===== src/rtl/vc_arb_pkg.sv =====
// rtl/vc_arb_pkg.sv - shared encodings and constants for the VC transmit arbiter
package vc_arb_pkg;

  typedef enum logic [1:0] {
    ST_RESET  = 2'd0,
    ST_INIT   = 2'd1,
    ST_IDLE   = 2'd2,
    ST_ACTIVE = 2'd3
  } arb_state_e;

  localparam int VC0 = 0;
  localparam int VC1 = 1;

  localparam int UMBRAL_MIN_VC  = 1;
  localparam int UMBRAL_MIN_DST = 2;

endpackage


===== src/rtl/vc_grant_logic.sv =====
// rtl/vc_grant_logic.sv - VC eligibility, priority with bounded VC0 bursts, burst counter
module vc_grant_logic
  import vc_arb_pkg::*;
#(
  parameter int MAX_BURST = 4
) (
  input  logic       clk_i,
  input  logic       rst_ni,
  input  logic       en_i,
  input  logic       empty_vc0_i,
  input  logic       empty_vc1_i,
  input  logic       almost_empty_vc0_i,
  input  logic       almost_empty_vc1_i,
  input  logic       pop_vc0_i,
  input  logic       pop_vc1_i,
  output logic [1:0] grant_o
);

  localparam int CW = $clog2(MAX_BURST + 1);

  logic [CW-1:0] burst_q, burst_d;
  logic          elig_vc0, elig_vc1, burst_full, pick_vc1;

  // A pop in flight has not yet reached the FIFO count, so a nearly drained VC
  // must skip a cycle rather than risk popping an empty FIFO.
  assign elig_vc0   = !empty_vc0_i && (!pop_vc0_i || !almost_empty_vc0_i);
  assign elig_vc1   = !empty_vc1_i && (!pop_vc1_i || !almost_empty_vc1_i);
  assign burst_full = (burst_q == CW'(MAX_BURST));
  assign pick_vc1   = elig_vc1 && (!elig_vc0 || burst_full);

  always_comb begin
    grant_o      = '0;
    grant_o[VC1] = en_i && pick_vc1;
    grant_o[VC0] = en_i && elig_vc0 && !pick_vc1;
  end

  always_comb begin
    burst_d = burst_q;
    if (empty_vc1_i || grant_o[VC1]) begin
      burst_d = '0;
    end else if (grant_o[VC0] && !burst_full) begin
      burst_d = burst_q + CW'(1);
    end
  end

  always_ff @(posedge clk_i or negedge rst_ni) begin
    if (!rst_ni) begin
      burst_q <= '0;
    end else begin
      burst_q <= burst_d;
    end
  end

endmodule


===== src/rtl/vc_tx_arbiter.sv =====
// rtl/vc_tx_arbiter.sv - schedules VC0/VC1 FIFOs onto the downstream FIFO and owns FIFO thresholds
module vc_tx_arbiter
  import vc_arb_pkg::*;
#(
  parameter int data_width   = 6,
  parameter int MAX_BURST    = 4,
  parameter int umbral_width = 4
) (
  input  logic                    clk,
  input  logic                    reset,
  input  logic                    init,
  input  logic [umbral_width-1:0] umbral_vc0_in,
  input  logic [umbral_width-1:0] umbral_vc1_in,
  input  logic [umbral_width-1:0] umbral_dst_in,
  input  logic                    empty_vc0,
  input  logic                    empty_vc1,
  input  logic                    almost_empty_vc0,
  input  logic                    almost_empty_vc1,
  input  logic [data_width-1:0]   data_vc0,
  input  logic [data_width-1:0]   data_vc1,
  input  logic                    dst_almost_full,
  output logic                    pop_vc0,
  output logic                    pop_vc1,
  output logic                    push_out,
  output logic [data_width-1:0]   data_out,
  output logic [umbral_width-1:0] umbral_vc0,
  output logic [umbral_width-1:0] umbral_vc1,
  output logic [umbral_width-1:0] umbral_dst,
  output logic [1:0]              state,
  output logic                    idle_out
);

  localparam logic [umbral_width-1:0] MIN_VC  = umbral_width'(UMBRAL_MIN_VC);
  localparam logic [umbral_width-1:0] MIN_DST = umbral_width'(UMBRAL_MIN_DST);

  arb_state_e              state_q, state_d;
  logic                    pop_vc0_q, pop_vc1_q, push_q, idle_q;
  logic [data_width-1:0]   data_q;
  logic [umbral_width-1:0] umbral_vc0_q, umbral_vc1_q, umbral_dst_q;
  logic [1:0]              tag_vld_q, tag_vc_q;
  logic [1:0]              grant;
  logic                    grant_en;

  assign grant_en = (state_q == ST_ACTIVE) && !init && !dst_almost_full;

  vc_grant_logic #(
    .MAX_BURST(MAX_BURST)
  ) u_grant (
    .clk_i             (clk),
    .rst_ni            (reset),
    .en_i              (grant_en),
    .empty_vc0_i       (empty_vc0),
    .empty_vc1_i       (empty_vc1),
    .almost_empty_vc0_i(almost_empty_vc0),
    .almost_empty_vc1_i(almost_empty_vc1),
    .pop_vc0_i         (pop_vc0_q),
    .pop_vc1_i         (pop_vc1_q),
    .grant_o           (grant)
  );

  always_comb begin
    state_d = state_q;
    case (state_q)
      ST_RESET:  state_d = ST_INIT;
      ST_INIT:   if (!init) state_d = ST_IDLE;
      ST_IDLE: begin
        if (init) state_d = ST_INIT;
        else if (!empty_vc0 || !empty_vc1) state_d = ST_ACTIVE;
      end
      ST_ACTIVE: begin
        if (init) state_d = ST_INIT;
        else if (empty_vc0 && empty_vc1 && (tag_vld_q == 2'b00)) state_d = ST_IDLE;
      end
      default:   state_d = ST_RESET;
    endcase
  end

  always_ff @(posedge clk or negedge reset) begin
    if (!reset) begin
      state_q      <= ST_RESET;
      pop_vc0_q    <= 1'b0;
      pop_vc1_q    <= 1'b0;
      push_q       <= 1'b0;
      data_q       <= '0;
      idle_q       <= 1'b0;
      umbral_vc0_q <= '0;
      umbral_vc1_q <= '0;
      umbral_dst_q <= '0;
      tag_vld_q    <= '0;
      tag_vc_q     <= '0;
    end else begin
      state_q   <= state_d;
      idle_q    <= (state_d == ST_IDLE);
      pop_vc0_q <= grant[VC0];
      pop_vc1_q <= grant[VC1];
      // Stage 0 mirrors the pop cycle, stage 1 is the cycle the FIFO presents data.
      tag_vld_q <= {tag_vld_q[0], |grant};
      tag_vc_q  <= {tag_vc_q[0], grant[VC1]};
      push_q    <= tag_vld_q[1];
      data_q    <= !tag_vld_q[1] ? '0 : (tag_vc_q[1] ? data_vc1 : data_vc0);
      if (state_q == ST_INIT) begin
        umbral_vc0_q <= (umbral_vc0_in < MIN_VC)  ? MIN_VC  : umbral_vc0_in;
        umbral_vc1_q <= (umbral_vc1_in < MIN_VC)  ? MIN_VC  : umbral_vc1_in;
        umbral_dst_q <= (umbral_dst_in < MIN_DST) ? MIN_DST : umbral_dst_in;
      end
    end
  end

  assign pop_vc0    = pop_vc0_q;
  assign pop_vc1    = pop_vc1_q;
  assign push_out   = push_q;
  assign data_out   = data_q;
  assign umbral_vc0 = umbral_vc0_q;
  assign umbral_vc1 = umbral_vc1_q;
  assign umbral_dst = umbral_dst_q;
  assign state      = state_q;
  assign idle_out   = idle_q;

endmodule

===== config.mk =====
export PLATFORM = sky130hd
export DESIGN_NAME = vc_tx_arbiter
export DESIGN_NICKNAME = d
export VERILOG_FILES = /design/src/rtl/vc_arb_pkg.sv /design/src/rtl/vc_grant_logic.sv /design/src/rtl/vc_tx_arbiter.sv
export SDC_FILE = /design/constraint.sdc
export NUM_CORES = 1
export LEC_CHECK = 0
export CORE_MARGIN = 1
export CORE_UTILIZATION = 58
export CTS_BUF_LIST = sky130_fd_sc_hd__clkbuf_16
export CTS_CLUSTER_DIAMETER = 50
export DETAILED_ROUTE_END_ITERATION = 16
export DONT_BUFFER_PORTS = 1
export PLACE_DENSITY = 0.79
export SLEW_MARGIN = 20
export SYNTH_ARGS = -nofsm -noshare
export SYNTH_HDL_FRONTEND = slang
export SYNTH_HIERARCHICAL = 1
export SYNTH_SLANG_ARGS = --single-unit

===== constraint.sdc =====
create_clock -name clk -period 1.8 [get_ports clk]
set_input_delay 0.09 -clock clk [delete_from_list [all_inputs] [get_ports clk]]
set_output_delay 0.09 -clock clk [all_outputs]
set_load 0.1 [all_outputs]

After elaboration in Yosys (flattened, before gate mapping)
Index checks and enable logic that the tools add are counted.

Equality and inequality tests: 5. Mux-type cells: 13. Magnitude comparators: 3. Reduce and logical (&&, ||, !) cells: 31. Add/subtract/negate cells: 1.

Operator list (count): 4-bit two-way mux (3); 6-bit two-way mux (2); 1-bit logical AND (11); 1-bit logical NOT (11); 2-bit two-way mux (5); 4-bit by 1-bit < comparator with 1-bit output, second input constant (2); 2-bit one-hot mux with 4 select lines (1); 2-bit == test, second input constant (3); 3-bit two-way mux (2); 1-bit logical OR (5); 2-bit logical NOT (2); 4-bit by 2-bit < comparator with 1-bit output, second input constant (1); 3-bit by 1-bit adder with 3-bit output, second input constant (1); 3-bit == test, second input constant (1); 2-bit by 1-bit == test with 1-bit output, second input constant (1); 2-bit nonzero test (1); 2-bit OR reduction (1).

Register bits after elaboration: 31. Word-level logic and storage cells: 65.

Longest topological paths before layout
Word-level depth: 11. Mapped depth: 5. Gate-level depth less buffers: 5.

Modules after synthesis
Netlist, hierarchy kept.

By module, submodules not included: vc_tx_arbiter (area an instance 1071.0 µm², cells each 69, times used 1, seq. area each 675.6 µm²); vc_grant_logic (area an instance 259.0 µm², cells each 28, times used 1, seq. area each 75.1 µm²).

Worst setup path after synthesis
OpenSTA, ideal clock, no wires.

Kind: register to register. Start: register state_q[1] (netlist: state[1]). End: register u_grant.burst_q[0]. Arrival: 2.214 ns. Stages on the path, launching flop included: 5. Setup slack: -0.539 ns. Path buffers: 0. Required time: 1.675 ns. Cell sequence: dfrtp_1 -> nor4bb_1 -> a21boi_2 -> nor3_1 -> mux2_4.

Cells in the longest elaborated chain, start to end: 7. Elaborated cells on any way between the ends: 10.

RTL lines: from (decl) (line vc_tx_arbiter.sv:36) `arb_state_e state_q, state_d;`; from (signal assigned) (line vc_tx_arbiter.sv:92) `state_q <= state_d;`; 2-bit == test * (line vc_tx_arbiter.sv:44) `assign grant_en = (state_q == ST_ACTIVE) && !init && !dst_almost_full;`; 1-bit logical AND * (2 in series) (line vc_tx_arbiter.sv:44); named net grant_en (line vc_tx_arbiter.sv:42) `logic grant_en;`; 1-bit logical AND (2 in series) (line vc_grant_logic.sv:34) `grant_o[VC0] = en_i && elig_vc0 && !pick_vc1;`; 1-bit logical AND (line vc_grant_logic.sv:41) `end else if (grant_o[VC0] && !burst_full) begin`; 2-bit nonzero test (no line); to (signal assigned) (line vc_grant_logic.sv:50) `burst_q <= burst_d;`; to (decl) (line vc_grant_logic.sv:21) `logic [CW-1:0] burst_q, burst_d;`.

The timed path passes the listed nets; every way through them passes the cells marked *. A chain may end at the register's enable or synchronous reset.

Worst setup path in the final report
Start: register state_q[0] (netlist: state[0]). End: register u_grant.burst_q[1].

Same word-level chain as after synthesis.

==> results.md <==
- For the final database, setup skew stands at 0.00586 ns.
- The number of warnings reported in the yosys synthesis log is 6.
- The number of global-route vias before repair is 1015.
- The routed design uses 231 um of met3 wire.
- Of the available clock period, the critical path in the final layout requires 0.896.
- The cell with the most instances after synthesis is dfrtp_1.
- The TritonCTS sink count is 30.
- Summed over all nets, the half-perimeter wirelength after detailed placement is 1920 um.
- The largest area contributor in the synthesized netlist is dfrtp_1.
- The number of CTS-inserted buffers is 5.
- The reg-to-reg startpoint is state[0]$_DFF_PN0_.
- The area used by multi-input combinational logic is 563 sq um.
- The later pin in the worst-skew pair is clocked with a latency of 0.27 ns.
- The synthesized netlist occupies a cell area of 0.00133 sq mm.
- The congestion estimate from routability-driven global placement came to 0.712.
- CTS built an H-tree with a depth of 2.
- The storage element area is 758 sq um.
- The first TritonRoute pass finished after 4 iterations.
- In the synthesized netlist, the number of instances is 97.
- The worst hold path class is in -> reg.
- For this block, the initial DRC count from the detailed router was 15.
- The count of flip-flops with a built-in enable after synthesis is 0.
- The detailed router put a total of 1280 um of wire on met1.
- Among all flip-flop cells after synthesis, the most frequent one is dfrtp_1.
- The CTS tree is built.
- The maximum clock frequency is 620 MHz.
- Traced cell by cell, the critical path runs through nor4bb_4 > buf_4 > nand3_2 > mux2_4.
- The max-cap check violation count is 0.
- The final number of setup-violating endpoints is 0.
- In this run the vertical extent of the chip is 49.9 um.
- The run finished with clean final reports.
- For this design the static power due to leakage is 0.874 nW.
- Relative to the synthesized area, the layout overhead comes to 37.4%.
- On the worst path, the slowest cell contributes a delay of 0.46 ns.
- The number of nets in the synthesized netlist is 131.
- The worst-path cell with the longest stage delay is dfrtp_4.
- For this run, the share of the core covered by cells in the final layout is 0.887.
- The clock-pin slew of the registers on the worst-case setup and hold paths is 0.05 ns.
- The total wire length is 3440 um.
- The count of final max-slew check failures came to 0.
- The number of antenna violations at the first check in global routing is 0.
- The endpoint kind of the worst setup timing path is a register.
- The routed layout has 982 vias.
- The area of the core is 0.00206 sq mm.
- The number of different library cells in the post-synthesis netlist is 33.
- The first global-routing pass estimated 4910 um of wire.
- Counting along the longest clock path gives a buffer depth of 2.
- Of the post-synthesis cell area, the dominant cell type holds 0.564.
- The largest voltage drop on the vdd net is 1.12 mV.
- The cell sitting at the root of the clock tree is a clkbuf_16.
- The total of flip-flops plus latches after synthesis is 30.
- Using the TritonRoute via totals, the vias-per-cell ratio works out to 5.88.
- In the final design database the tool counted 174 nets.
- The average cell area after synthesis is 13.7 sq um.
- The antenna cell count is 0.
- Counting instances in the post-synthesis netlist gives the leading cell types as dfrtp_1, mux2_4, nor2b_1.
- The routed length per placed instance is 20.6 um.
- The data required time at the worst endpoint is 1.95 ns.
- By area the synthesized netlist is led by dfrtp_1, mux2_4, mux2i_1.
- STA classifies the critical path startpoint as a register.
- The setup slack at placement is 0.261 ns.
- The biggest fanout along the worst timing path is 6.
- Subtracting the final worst setup slack from the clock period gives 1.61 ns.
- The total count of hold-check failures in the final report came to 0.
- The highest routing layer actually used is met4.
- For the worst setup path, the data arrival time is 1.76 ns.
- In this run the horizontal extent of the chip is 49.9 um.
- The pin count of the biggest net entering global routing is 31.
- The amount of wire on met2 after detailed routing is 1890 um.
- The number of port buffers is 0.
- The share of the Yosys chip area taken by registers is 0.564.
- The starting utilization of the core area is 0.645.
- Broken down by cell family, the worst path's largest delay share belongs to simple AND/OR/NAND/NOR gates.
- The initialized floorplan defines 16 standard-cell rows.
- The timing startpoint of the critical path is state[0]$_DFF_PN0_.
- Once detail routing completed, the nets flagged for antenna violations numbered 0.
- Across all setup checks in the final design, the least slack found is 0.187 ns.
- The DRC violation count after routing is 0.
- The floorplan step defined a die boundary enclosing 0.00249 sq mm.
- The startpoint of the tightest hold check path is data_vc0[0].
- The overall track demand over capacity in global routing is 0.288.
- For this run, asynchronously set or reset flops after synthesis account for 1.00.
- In the final layout, the share of cells above drive strength 1 is 0.393.
- Summed over all failing endpoints, the final setup total negative slack is 0 ns.
- Headroom to the max-slew limit came out at 0.753.
- The power per unit of standard cell area is 1260 mW/mm^2.
- Setup repair after global routing left no endpoint under its margin.
- The critical path is of the reg -> reg type.
- Together, buffers and inverters on the worst path number 1.
- For the pin with the worst max-slew slack, the measured transition is 0.371 ns.
- For this design the top-level I/O count stands at 56.
- Summed over all layers, the global routing overflow is 0.
- The number of fill cells is 91.
==> layout by cell type (no fill, tap or decap), types with 4 or more instances in the layout <==
cell and count:
clkbuf_16 5, nand2_1 4, dlygate4sd3_1 11, mux2_4 10, inv_1 5, dfrtp_1 28, mux2i_1 6, nor2b_1 8
buf_4 26
==> through the flow <==
stage	instance area (sq um)	hold WS (ns)	instances	power, mW
after detailed placement	1550	-0.205	146	1.50
after global routing	1830	0.0120	167	2.36
after floorplan	1350	-0.206	97	1.38
after global placement	1550	-0.205	146	1.49
after CTS	1820	0.00205	166	2.30
final	1830	0.00337	167	2.31
==> timing repair <==
item | CTS | global route
buffers inserted | 0 | 2
endpoints found under the hold margin | 40 | 0
gates resized for setup | 0 | 1
hold buffers | 13 | 0
setup endpoints to repair | 0 | 1
==> worst paths after layout <==
path | to | cells past startpoint | slack, ns
setup / recovery | u_grant/burst_q[1]$_DFFE_PN0P_ | 4 | 0.19
min in group asynchronous | umbral_dst[2]$_DFFE_PN0P_ | 2 | 0.27
hold / removal | data_out[0]$_DFF_PN0_ | 2 | 0.003
setup reg to reg | u_grant/burst_q[1]$_DFFE_PN0P_ | 4 | 0.19
max in group asynchronous | state[0]$_DFF_PN0_ | 2 | 1.33
hold reg to reg | tag_vld_q[1]$_DFF_PN0_ | 0 | 0.37
==> state kept, by name, indices dropped and copies added, names as in the netlist <==
name,flops
pop_vc0,1
umbral_dst,4
tag_vld_q,2
push_out,1
umbral_vc0,4
u_grant/burst_q,3
tag_vc_q,2
state,2
umbral_vc1,4
idle_out,1
data_out,6
==> cell type report <==
class | count | share of cell area
timing repair buffer | 38 | 0.178
sequential | 30 | 0.415
multi-input combinational | 61 | 0.308
tap | 27 | 0.0185
inverter | 4 | 0.00821
clock buffer | 5 | 0.0684
clock inverter | 2 | 0.00411
==> report_power, final <==
part	switching [mW]	internal, mW	total, mW	leakage, nW
clock	0.263	0.492	0.755	0.0685
sequential	0.0500	0.743	0.793	0.379
combinational	0.564	0.194	0.758	0.426
total	0.877	1.43	2.31	0.874
==> logic make-up after synthesis <==
| group | Yosys count | share of synthesized area |
|---|---|---|
| simple gates | 27 | 0.126 |
| fa+ha+maj | 2 | 0.0188 |
| flops | 30 | 0.564 |
| compound gates | 14 | 0.0894 |
| buf+inv | 6 | 0.0263 |
| mux | 18 | 0.175 |
==> worst reg2reg max path: cells and delay by family, from the launching register on <==
family        cells  cell delay [ns]
buf+inv           1             0.19
flops             1             0.46
mux               1             0.32
simple gates      2             0.54
==> per-layer routing <==
metal  global-route usage  up-vias
met3               0.0802        4
li1                     -      429
met5                    0        -
met2                0.511       50
met1                0.321      499
met4                0.114        0
Note: power is estimated with default switching activity, not from simulation.
